==> src/rtl/rt_axis_pkg.sv <==
// Shared constants and types for the scene-payload / pixel-stream bridge.
package rt_axis_pkg;

  localparam int DATA_W_DEF       = 32;
  localparam int CFG_WORDS_DEF    = 27;
  localparam int FRAME_PIXELS_DEF = 1024;

  typedef enum logic [1:0] {
    S_RECV   = 2'd0,
    S_FLUSH  = 2'd1,
    S_STREAM = 2'd2
  } state_e;

  // Index width for a counter over n items, never narrower than one bit.
  function automatic int cnt_w(input int n);
    return (n > 1) ? $clog2(n) : 1;
  endfunction

endpackage

==> src/rtl/axis_skid_buffer.sv <==
// Two-entry valid/ready skid buffer; registered output, one beat per cycle sustained.
module axis_skid_buffer #(
  parameter int DATA_W = 32
) (
  input  logic              aclk,
  input  logic              aresetn,
  input  logic              in_valid,
  output logic              in_ready,
  input  logic [DATA_W-1:0] in_data,
  output logic              out_valid,
  input  logic              out_ready,
  output logic [DATA_W-1:0] out_data
);

  logic [1:0][DATA_W-1:0] mem;
  logic                   wr_ptr, rd_ptr;
  logic [1:0]             cnt;
  logic                   push, pop;

  // Ready depends only on occupancy, so no combinational path from out_ready.
  assign in_ready  = (cnt != 2'd2);
  assign out_valid = (cnt != 2'd0);
  assign out_data  = mem[rd_ptr];
  assign push      = in_valid && in_ready;
  assign pop       = out_valid && out_ready;

  always_ff @(posedge aclk or negedge aresetn) begin
    if (!aresetn) begin
      mem    <= '0;
      wr_ptr <= 1'b0;
      rd_ptr <= 1'b0;
      cnt    <= 2'd0;
    end else begin
      if (push) begin
        mem[wr_ptr] <= in_data;
        wr_ptr      <= ~wr_ptr;
      end
      if (pop) rd_ptr <= ~rd_ptr;
      case ({push, pop})
        2'b10:   cnt <= cnt + 2'd1;
        2'b01:   cnt <= cnt - 2'd1;
        default: cnt <= cnt;
      endcase
    end
  end

endmodule

==> src/rtl/axis_frame_bridge.sv <==
// Captures a fixed-length scene payload from AXIS, kicks the renderer, then
// forwards exactly one frame of pixels to the AXIS master with tlast on the final beat.
module axis_frame_bridge
  import rt_axis_pkg::*;
#(
  parameter int DATA_W       = DATA_W_DEF,
  parameter int CFG_WORDS    = CFG_WORDS_DEF,
  parameter int FRAME_PIXELS = FRAME_PIXELS_DEF
) (
  input  logic                        aclk,
  input  logic                        aresetn,
  input  logic                        s_axis_tvalid,
  output logic                        s_axis_tready,
  input  logic [DATA_W-1:0]           s_axis_tdata,
  input  logic                        s_axis_tlast,
  output logic                        m_axis_tvalid,
  input  logic                        m_axis_tready,
  output logic [DATA_W-1:0]           m_axis_tdata,
  output logic                        m_axis_tlast,
  output logic [CFG_WORDS*DATA_W-1:0] cfg_words,
  output logic                        cfg_start,
  input  logic                        pix_valid,
  output logic                        pix_ready,
  input  logic [DATA_W-1:0]           pix_data,
  output logic                        frame_done,
  output logic                        cfg_err
);

  localparam int WCW = cnt_w(CFG_WORDS);
  localparam int PCW = cnt_w(FRAME_PIXELS);
  localparam logic [WCW-1:0] LAST_WORD = WCW'(CFG_WORDS - 1);
  localparam logic [PCW-1:0] LAST_PIX  = PCW'(FRAME_PIXELS - 1);

  state_e                             state, state_nxt;
  logic                               live;
  logic [WCW-1:0]                     word_cnt;
  logic [PCW-1:0]                     pix_cnt, adm_cnt;
  logic                               adm_full;
  logic [CFG_WORDS-1:0][DATA_W-1:0]   cfg_q;
  logic [CFG_WORDS-1:0]               cfg_we;
  logic                               s_fire, recv_fire, m_fire, pix_fire;
  logic                               word_last, pay_ok, pay_short, pay_long;
  logic                               flush_end, frame_end, skid_in_ready;

  assign s_fire    = s_axis_tvalid && s_axis_tready;
  assign recv_fire = s_fire && (state == S_RECV);
  assign word_last = (word_cnt == LAST_WORD);
  assign pay_ok    = recv_fire &&  word_last &&  s_axis_tlast;
  assign pay_short = recv_fire && !word_last &&  s_axis_tlast;
  assign pay_long  = recv_fire &&  word_last && !s_axis_tlast;
  assign flush_end = s_fire && (state == S_FLUSH) && s_axis_tlast;
  assign m_fire    = m_axis_tvalid && m_axis_tready;
  assign frame_end = m_fire && (pix_cnt == LAST_PIX);
  assign pix_fire  = pix_valid && pix_ready;

  assign m_axis_tlast = m_axis_tvalid && (pix_cnt == LAST_PIX);
  assign cfg_words    = cfg_q;

  always_ff @(posedge aclk or negedge aresetn) begin
    if (!aresetn) state <= S_RECV;
    else          state <= state_nxt;
  end

  always_comb begin
    state_nxt = state;
    case (state)
      S_RECV: begin
        if (pay_ok)        state_nxt = S_STREAM;
        else if (pay_long) state_nxt = S_FLUSH;
      end
      S_FLUSH:  if (flush_end) state_nxt = S_RECV;
      S_STREAM: if (frame_end) state_nxt = S_RECV;
      default:  state_nxt = S_RECV;
    endcase
  end

  // live keeps s_axis_tready low throughout reset; it rises on the first edge after.
  always_comb begin
    s_axis_tready = 1'b0;
    pix_ready     = 1'b0;
    case (state)
      S_RECV, S_FLUSH: s_axis_tready = live;
      S_STREAM:        pix_ready     = skid_in_ready && !adm_full;
      default: ;
    endcase
  end

  always_ff @(posedge aclk or negedge aresetn) begin
    if (!aresetn) begin
      live       <= 1'b0;
      word_cnt   <= '0;
      cfg_start  <= 1'b0;
      frame_done <= 1'b0;
      cfg_err    <= 1'b0;
    end else begin
      live       <= 1'b1;
      cfg_start  <= pay_ok;
      frame_done <= frame_end;
      cfg_err    <= cfg_err || pay_short || pay_long;
      if (pay_ok || pay_short || pay_long || flush_end) word_cnt <= '0;
      else if (recv_fire)                               word_cnt <= word_cnt + 1'b1;
    end
  end

  // pix_cnt tracks beats leaving; adm_cnt/adm_full cap what the renderer may push.
  always_ff @(posedge aclk or negedge aresetn) begin
    if (!aresetn) begin
      pix_cnt  <= '0;
      adm_cnt  <= '0;
      adm_full <= 1'b0;
    end else begin
      if (frame_end)   pix_cnt <= '0;
      else if (m_fire) pix_cnt <= pix_cnt + 1'b1;
      if (frame_end) begin
        adm_cnt  <= '0;
        adm_full <= 1'b0;
      end else if (pix_fire) begin
        if (adm_cnt == LAST_PIX) adm_full <= 1'b1;
        else                     adm_cnt  <= adm_cnt + 1'b1;
      end
    end
  end

  for (genvar i = 0; i < CFG_WORDS; i++) begin : g_cfg_we
    assign cfg_we[i] = recv_fire && (word_cnt == WCW'(i));
  end

  always_ff @(posedge aclk or negedge aresetn) begin
    if (!aresetn) begin
      cfg_q <= '0;
    end else begin
      for (int i = 0; i < CFG_WORDS; i++)
        if (cfg_we[i]) cfg_q[i] <= s_axis_tdata;
    end
  end

  axis_skid_buffer #(.DATA_W(DATA_W)) u_skid (
    .aclk      (aclk),
    .aresetn   (aresetn),
    .in_valid  (pix_valid && pix_ready),
    .in_ready  (skid_in_ready),
    .in_data   (pix_data),
    .out_valid (m_axis_tvalid),
    .out_ready (m_axis_tready),
    .out_data  (m_axis_tdata)
  );

endmodule

==> config.mk <==
export PLATFORM = sky130hd
export DESIGN_NAME = axis_frame_bridge
export DESIGN_NICKNAME = d
export VERILOG_FILES = /design/src/rtl/rt_axis_pkg.sv /design/src/rtl/axis_skid_buffer.sv /design/src/rtl/axis_frame_bridge.sv
export SDC_FILE = /design/constraint.sdc
export NUM_CORES = 1
export LEC_CHECK = 0
export CORE_MARGIN = 1
export CORE_UTILIZATION = 23
export CTS_CLUSTER_DIAMETER = 40
export DETAILED_ROUTE_END_ITERATION = 6
export PLACE_DENSITY = 0.49
export SETUP_SLACK_MARGIN = 0.4
export SKIP_LAST_GASP = 1
export SLEW_MARGIN = 20
export SYNTH_ARGS = -nofsm -noshare
export SYNTH_HDL_FRONTEND = slang
export SYNTH_SLANG_ARGS = --single-unit
==> constraint.sdc <==
create_clock -name aclk -period 2.65 [get_ports aclk]
set_clock_uncertainty 0.2 [all_clocks]
set_input_delay 0.3975 -clock aclk [delete_from_list [all_inputs] [get_ports aclk]]
set_output_delay 0.3975 -clock aclk [all_outputs]
set_load 0.05 [all_outputs]
Yosys cells after proc, flatten, opt, wreduce, memory -nomap -nowiden
Index checks and enable logic that the tools add are counted.
Word-level totals
  bits of input ports: 70
  word-level logic and storage cells: 173
  register bits: 964
Operators by class
  eq/ne operators: 37
  reduce and logical (&&, ||, !) cells: 62
  $lt $le $gt $ge: 3
  multiplexer cells: 23
  bitwise logic cells: 2
  add/sub/neg operators: 5
Operators with widths (count)
  32-bit 2-to-1 mux: 3
  64-bit bitwise mux: 1
  5-bit equality test (second input constant): 11
  10-bit 2-to-1 mux: 5
  1-bit logical AND: 42
  5-bit by 4-bit equality test with 1-bit output (second input constant): 8
  32-bit demux with 1-bit select: 1
  10-bit by 1-bit adder with 10-bit output (second input constant): 2
  10-bit equality test (second input constant): 2
  5-bit by 3-bit equality test with 1-bit output (second input constant): 4
  2-bit nonzero test: 6
  5-bit by 2-bit equality test with 1-bit output (second input constant): 2
  5-bit 2-to-1 mux: 2
  2-bit 2-to-1 mux: 4
  2-bit inequality test (second input constant): 4
  2-bit one-hot mux with 3 select lines: 1
  5-bit by 1-bit adder with 5-bit output (second input constant): 1
  5-bit by 1-bit equality test with 1-bit output (second input constant): 1
  5-bit logical NOT: 1
  1-bit logical OR: 5
  1-bit 2-to-1 mux: 5
  2-bit by 1-bit equality test with 1-bit output (second input constant): 2
  2-bit equality test (second input constant): 2
  1-bit by 2-bit less-than comparator with 1-bit output (second input constant): 2
  other kinds (11): 15

Depth between registers and ports, before layout
  word-level depth: 11
  mapped depth: 7
  gate-level depth less buffers: 6

Modules after synthesis
A second synthesis with hierarchy kept.
Unflattened totals
  cells, all modules: 2265
  area total of the unflattened synthesis: 37148.1 um2
Modules (own cells, without submodules)
  axis_frame_bridge: cells each 2076, times used 1, area an instance 33868.7 um2
  axis_skid_buffer: cells each 189, times used 1, area an instance 3279.4 um2

Worst setup path after synthesis
No wires, ideal clock.
  path kind: register to register
  start: register u_skid.cnt[1]
  end: register u_skid.mem[33] (netlist bit)
  arrival: 2637 ps
  required time: 2325 ps
  setup slack: -312 ps
  stages on the path, launching flop included: 6
  setup time: 125 ps
  cells stage by stage: dfrtp_1 > nor2b_1 > nor3_1 > nand3_1 > buf_1 > mux2_2
On the way
  word-level cells in the longest chain between the ends: 5
RTL lines
  start, declared: RTL line axis_skid_buffer.sv:17  | logic [1:0] cnt;
  start signal, assigned: RTL line axis_skid_buffer.sv:40  | 2'b10: cnt <= cnt + 2'd1;
  start signal, assigned: RTL line axis_skid_buffer.sv:41  | 2'b01: cnt <= cnt - 2'd1;
  start signal, assigned: RTL line axis_skid_buffer.sv:42  | default: cnt <= cnt;
  2-bit inequality test: RTL line axis_skid_buffer.sv:21  | assign in_ready = (cnt != 2'd2);
  1-bit logical AND: RTL line axis_frame_bridge.sv:83  | S_STREAM: pix_ready = skid_in_ready && !adm_full;
  1-bit 2-to-1 mux: RTL line axis_frame_bridge.sv:81  | case (state)
  net pix_ready: RTL line axis_frame_bridge.sv:23  | output logic pix_ready,
  1-bit logical AND: RTL line axis_frame_bridge.sv:140  | .in_valid (pix_valid && pix_ready),
  1-bit logical AND: RTL line axis_skid_buffer.sv:24  | assign push = in_valid && in_ready;
  end signal, assigned by index: RTL line axis_skid_buffer.sv:35  | mem[wr_ptr] <= in_data;
  end, declared: RTL line axis_skid_buffer.sv:15  | logic [1:0][DATA_W-1:0] mem;
The timed path passes the listed nets, and every way through them passes these cells.
A chain may end at the register's enable or synchronous reset.

Final worst setup path
  start: register u_skid.rd_ptr
  end: output port m_axis_tdata[14]
On the way
  word-level cells in the longest chain between the ends: 2
RTL lines
  start, declared: RTL line axis_skid_buffer.sv:16  | logic wr_ptr, rd_ptr;
  start signal, assigned: RTL line axis_skid_buffer.sv:38  | if (pop) rd_ptr <= ~rd_ptr;
  32-bit 2-to-1 mux (implied by the code) (2 in a row): RTL line axis_skid_buffer.sv:23  | assign out_data = mem[rd_ptr];
  end, declared: RTL line axis_frame_bridge.sv:18  | output logic [DATA_W-1:0] m_axis_tdata,
No other way between the ends. The select of a mux whose other input is x is not followed.

==> results.json <==
{
  "netSwitchingFraction": 0.263,
  "outcome": "complete, no violations",
  "multi_input_area_sq_um": 12300,
  "syn_area_sq_um": 36900,
  "timing.critical_path.from": "u_skid.rd_ptr$_DFFE_PN0P_",
  "via_count": 24300,
  "port_buffers": 972,
  "area.sequential_sq_um": 24100,
  "syn_inst": 2278,
  "comb_power_share": 0.150,
  "yosysMostFrequentCell": "dfrtp_1",
  "crit_family": "flip-flops",
  "powerDensity_nw_per_um2": 799,
  "clkPwrFrac": 0.508,
  "tritoncts": "built",
  "seq_power_share": 0.342,
  "via_per_inst": 4.29,
  "fin_crit_sh": 0.983,
  "synth_top_cell_area_share": 0.654,
  "fin_nets": 3514,
  "fp.dieW_um": 402,
  "grt_util_all_layers": 0.176,
  "cts_made_buffers": 174,
  "yosys.area.top_type": "dfrtp_1",
  "dieArea_sq_um": 162000,
  "ant_nets": 0,
  "cts_root_buf": "clkbuf_16",
  "path_cells": "buf_6, buf_12, mux2_4, buf_12",
  "synth_seq_area_share": 0.654,
  "grt_first_pass_wirelength_mm": 203,
  "fin_area_sq_um": 57700,
  "slew_headroom": 0.350,
  "cts_sinks": 964,
  "total_power_mw": 46.2,
  "drive_above_1_share": 0.542,
  "cp.arrival_ns": 2.01,
  "ios": 973,
  "p_switching_mw": 12.1,
  "wl_per_cell_um": 25.5,
  "syn_area_per_cell_sq_um": 16.2,
  "worstMarginPinSlew_ns": 0.975,
  "report.final.slew_viol_count": 0,
  "p_leak_nw": 33.7,
  "fillerInstances": 15300,
  "crit_required_ns": 2.05,
  "path_clk_slew_ns": 0.05,
  "hold_path.class": "in2reg",
  "startpoint_type": "register",
  "grt_pass1_vias": 25800,
  "wl_mm": 144,
  "hpwl_mm": 97.5,
  "cpMostUsedCell": "buf_12",
  "grt_start_max_net_pins": 85,
  "stdcell_count": 5668,
  "ys_seq_elements": 964,
  "period_needed_ns": 2.60,
  "overflow": 0,
  "path_class": "reg2out",
  "drc": 0,
  "gp_congestion": 0.758,
  "cp-end-kind": "output pin",
  "place_inst": 5299,
  "synth-warning-count": 0,
  "area_growth_pct": 56.6,
  "crit_fanout": 8,
  "min-delay-start": "pix_data[27]",
  "fmax_ghz": 0.384,
  "setup_tns_ns": 0,
  "hold_violations": 0,
  "placed_area_sq_um": 50600,
  "yosys-top-cells-count": "964 x dfrtp_1, 923 x mux2_2, 88 x clkbuf_1",
  "rows": 146,
  "coreArea_sq_um": 159000,
  "rsz0062_at_grt": "yes",
  "insertion_delay_ns": 0.77,
  "drt_iter0_drc": 1114,
  "internal-power_mw": 34.0,
  "holdWs_ns": 0.0838,
  "synth-async-reset-ratio": 1.00,
  "die_h_um": 402,
  "crit_buf_inv": 3,
  "synth-main-ff-cell": "dfrtp_1",
  "start_util": 0.232,
  "ir_drop_mv": 0.704,
  "cap_viol_max_count": 0,
  "synthDistinctLibCells": 48,
  "synth_edf_count": 0,
  "syn-num-nets": 2356,
  "h-tree-depth": 4,
  "first_pass_iters": 4,
  "cp_slowest_cell": "dfrtp_2",
  "synth.area.top_cells": "dfrtp_1 65%, mux2_2 28%, mux2_4 1.2%",
  "reg2reg_from": "state[0]$_DFFE_PN0P_",
  "antenna_found_initial": 20,
  "cts_buffer_depth": 3,
  "max_stage_delay_ns": 0.46,
  "setup_viol": 0
}
final timing paths:
path                                                    to  slack [ns]  cells after the start
worst min register to register  cfg_words[750]$_DFFE_PN0P_        0.28                      1
worst min-delay path            u_skid.mem[27]$_DFFE_PN0P_        0.08                      2
min in group asynchronous       cfg_words[760]$_DFFE_PN0P_        0.32                      3
worst max-delay path                      m_axis_tdata[14]        0.05                      4
worst max register to register  u_skid.mem[21]$_DFFE_PN0P_        0.27                      5
max in group asynchronous       cfg_words[500]$_DFFE_PN0P_        1.13                      3
kinds of logic (layout without fill, tap and decap cells):
group / count (synthesis) / in the layout / synth area share
adder cells (fa/ha/maj): 8 / 8 / 0.00272
flip-flops: 964 / 964 / 0.654
XOR/XNOR: 12 / 12 / 0.00285
buffers and inverters: 176 / 1482 / 0.0199
other: 1 / 13 / 0.000102
AO/OA/AOI/OAI: 35 / 35 / 0.00631
multiplexers: 960 / 960 / 0.296
AND/OR/NAND/NOR: 122 / 122 / 0.0176
power by group through the flow:
stage                     clock network [mW]  registers, mW  logic (mW)
after global placement                     0           16.0        6.36
final                                   23.5           15.8        6.93
after CTS                               24.1           15.7        7.01
after floorplan                            0           15.9        3.31
after global routing                    24.8           15.8        7.29
after detailed placement                   0           16.0        6.37
flip-flops by register name, summed over array words and instances, names as in the netlist:
register / count
adm_full: 1
u_skid.wr_ptr: 1
frame_done: 1
live: 1
adm_cnt: 10
u_skid.cnt: 2
cfg_words: 864
state: 2
pix_cnt: 10
cfg_start: 1
u_skid.rd_ptr: 1
word_cnt: 5
u_skid.mem: 64
cfg_err: 1
metrics by stage:
| step | setup WS [ns] | utilization |
|---|---|---|
| 6_report | 0.0457 | 0.364 |
| 5_1_grt | -0.0353 | 0.364 |
| 4_1_cts | -0.0302 | 0.363 |
| 3_5_place_dp | -0.120 | 0.319 |
| 3_3_place_gp | -0.102 | 0.319 |
| 2_1_floorplan | 0.369 | - |
final cells by class:
cell class              count  share of cell area
diodes                     12            0.000520
clock buffers             221              0.0832
clock inverters           103              0.0249
inverters                   7            0.000455
multi-input cells        1138               0.212
flip-flops and latches    964               0.418
well taps                2072              0.0449
repair buffers           1151               0.216
cells in the final DEF, fill, tap and decap left out, types with 5 or more instances in the layout:
master,instances
clkdlybuf4s50_1,146
a21oi_1,8
clkinv_2,20
clkbuf_1,22
nand2_2,13
buf_12,87
inv_1,7
buf_4,102
inv_6,9
bufinv_16,24
o21ai_0,7
clkinv_4,15
buf_2,23
buf_6,5
nand2_1,23
clkdlybuf4s15_2,265
xnor2_1,8
dlymetal6s2s_1,337
nor2_1,12
clkbuf_16,176
ha_1,7
mux2_2,891
diode_2,12
and3_1,7
mux2_4,61
clkinvlp_4,27
clkinv_16,5
clkbuf_8,23
dlygate4sd3_1,19
dfrtp_1,961
nand3_1,14
clkbuf_2,161
mux2_1,8
worst register-to-register path, stage by stage, from the launching register on:
cell      delay (ns)
dfrtp_1         0.47
nand2b_4        0.22
or4b_1          0.49
or2_2           0.32
buf_12          0.21
mux2_4          0.35
repair_timing:
item,in CTS,in global routing
gates cloned,3,0
endpoints found under the setup margin,1716,1503
pin swaps,3,0
hold endpoints to repair,763,0
resized for setup,877,668
setup buffers,10,1
hold buffers,19,0
routing by layer:
layer | vias to the layer above | wire length (um) | track usage
li1 | 10400 | - | -
met1 | 12700 | 56700 | 0.212
met2 | 898 | 69200 | 0.288
met3 | 209 | 14900 | 0.0717
met4 | 0 | 3640 | 0.0524
met5 | - | 0 | 0
Power figures use the tool's default switching activity.
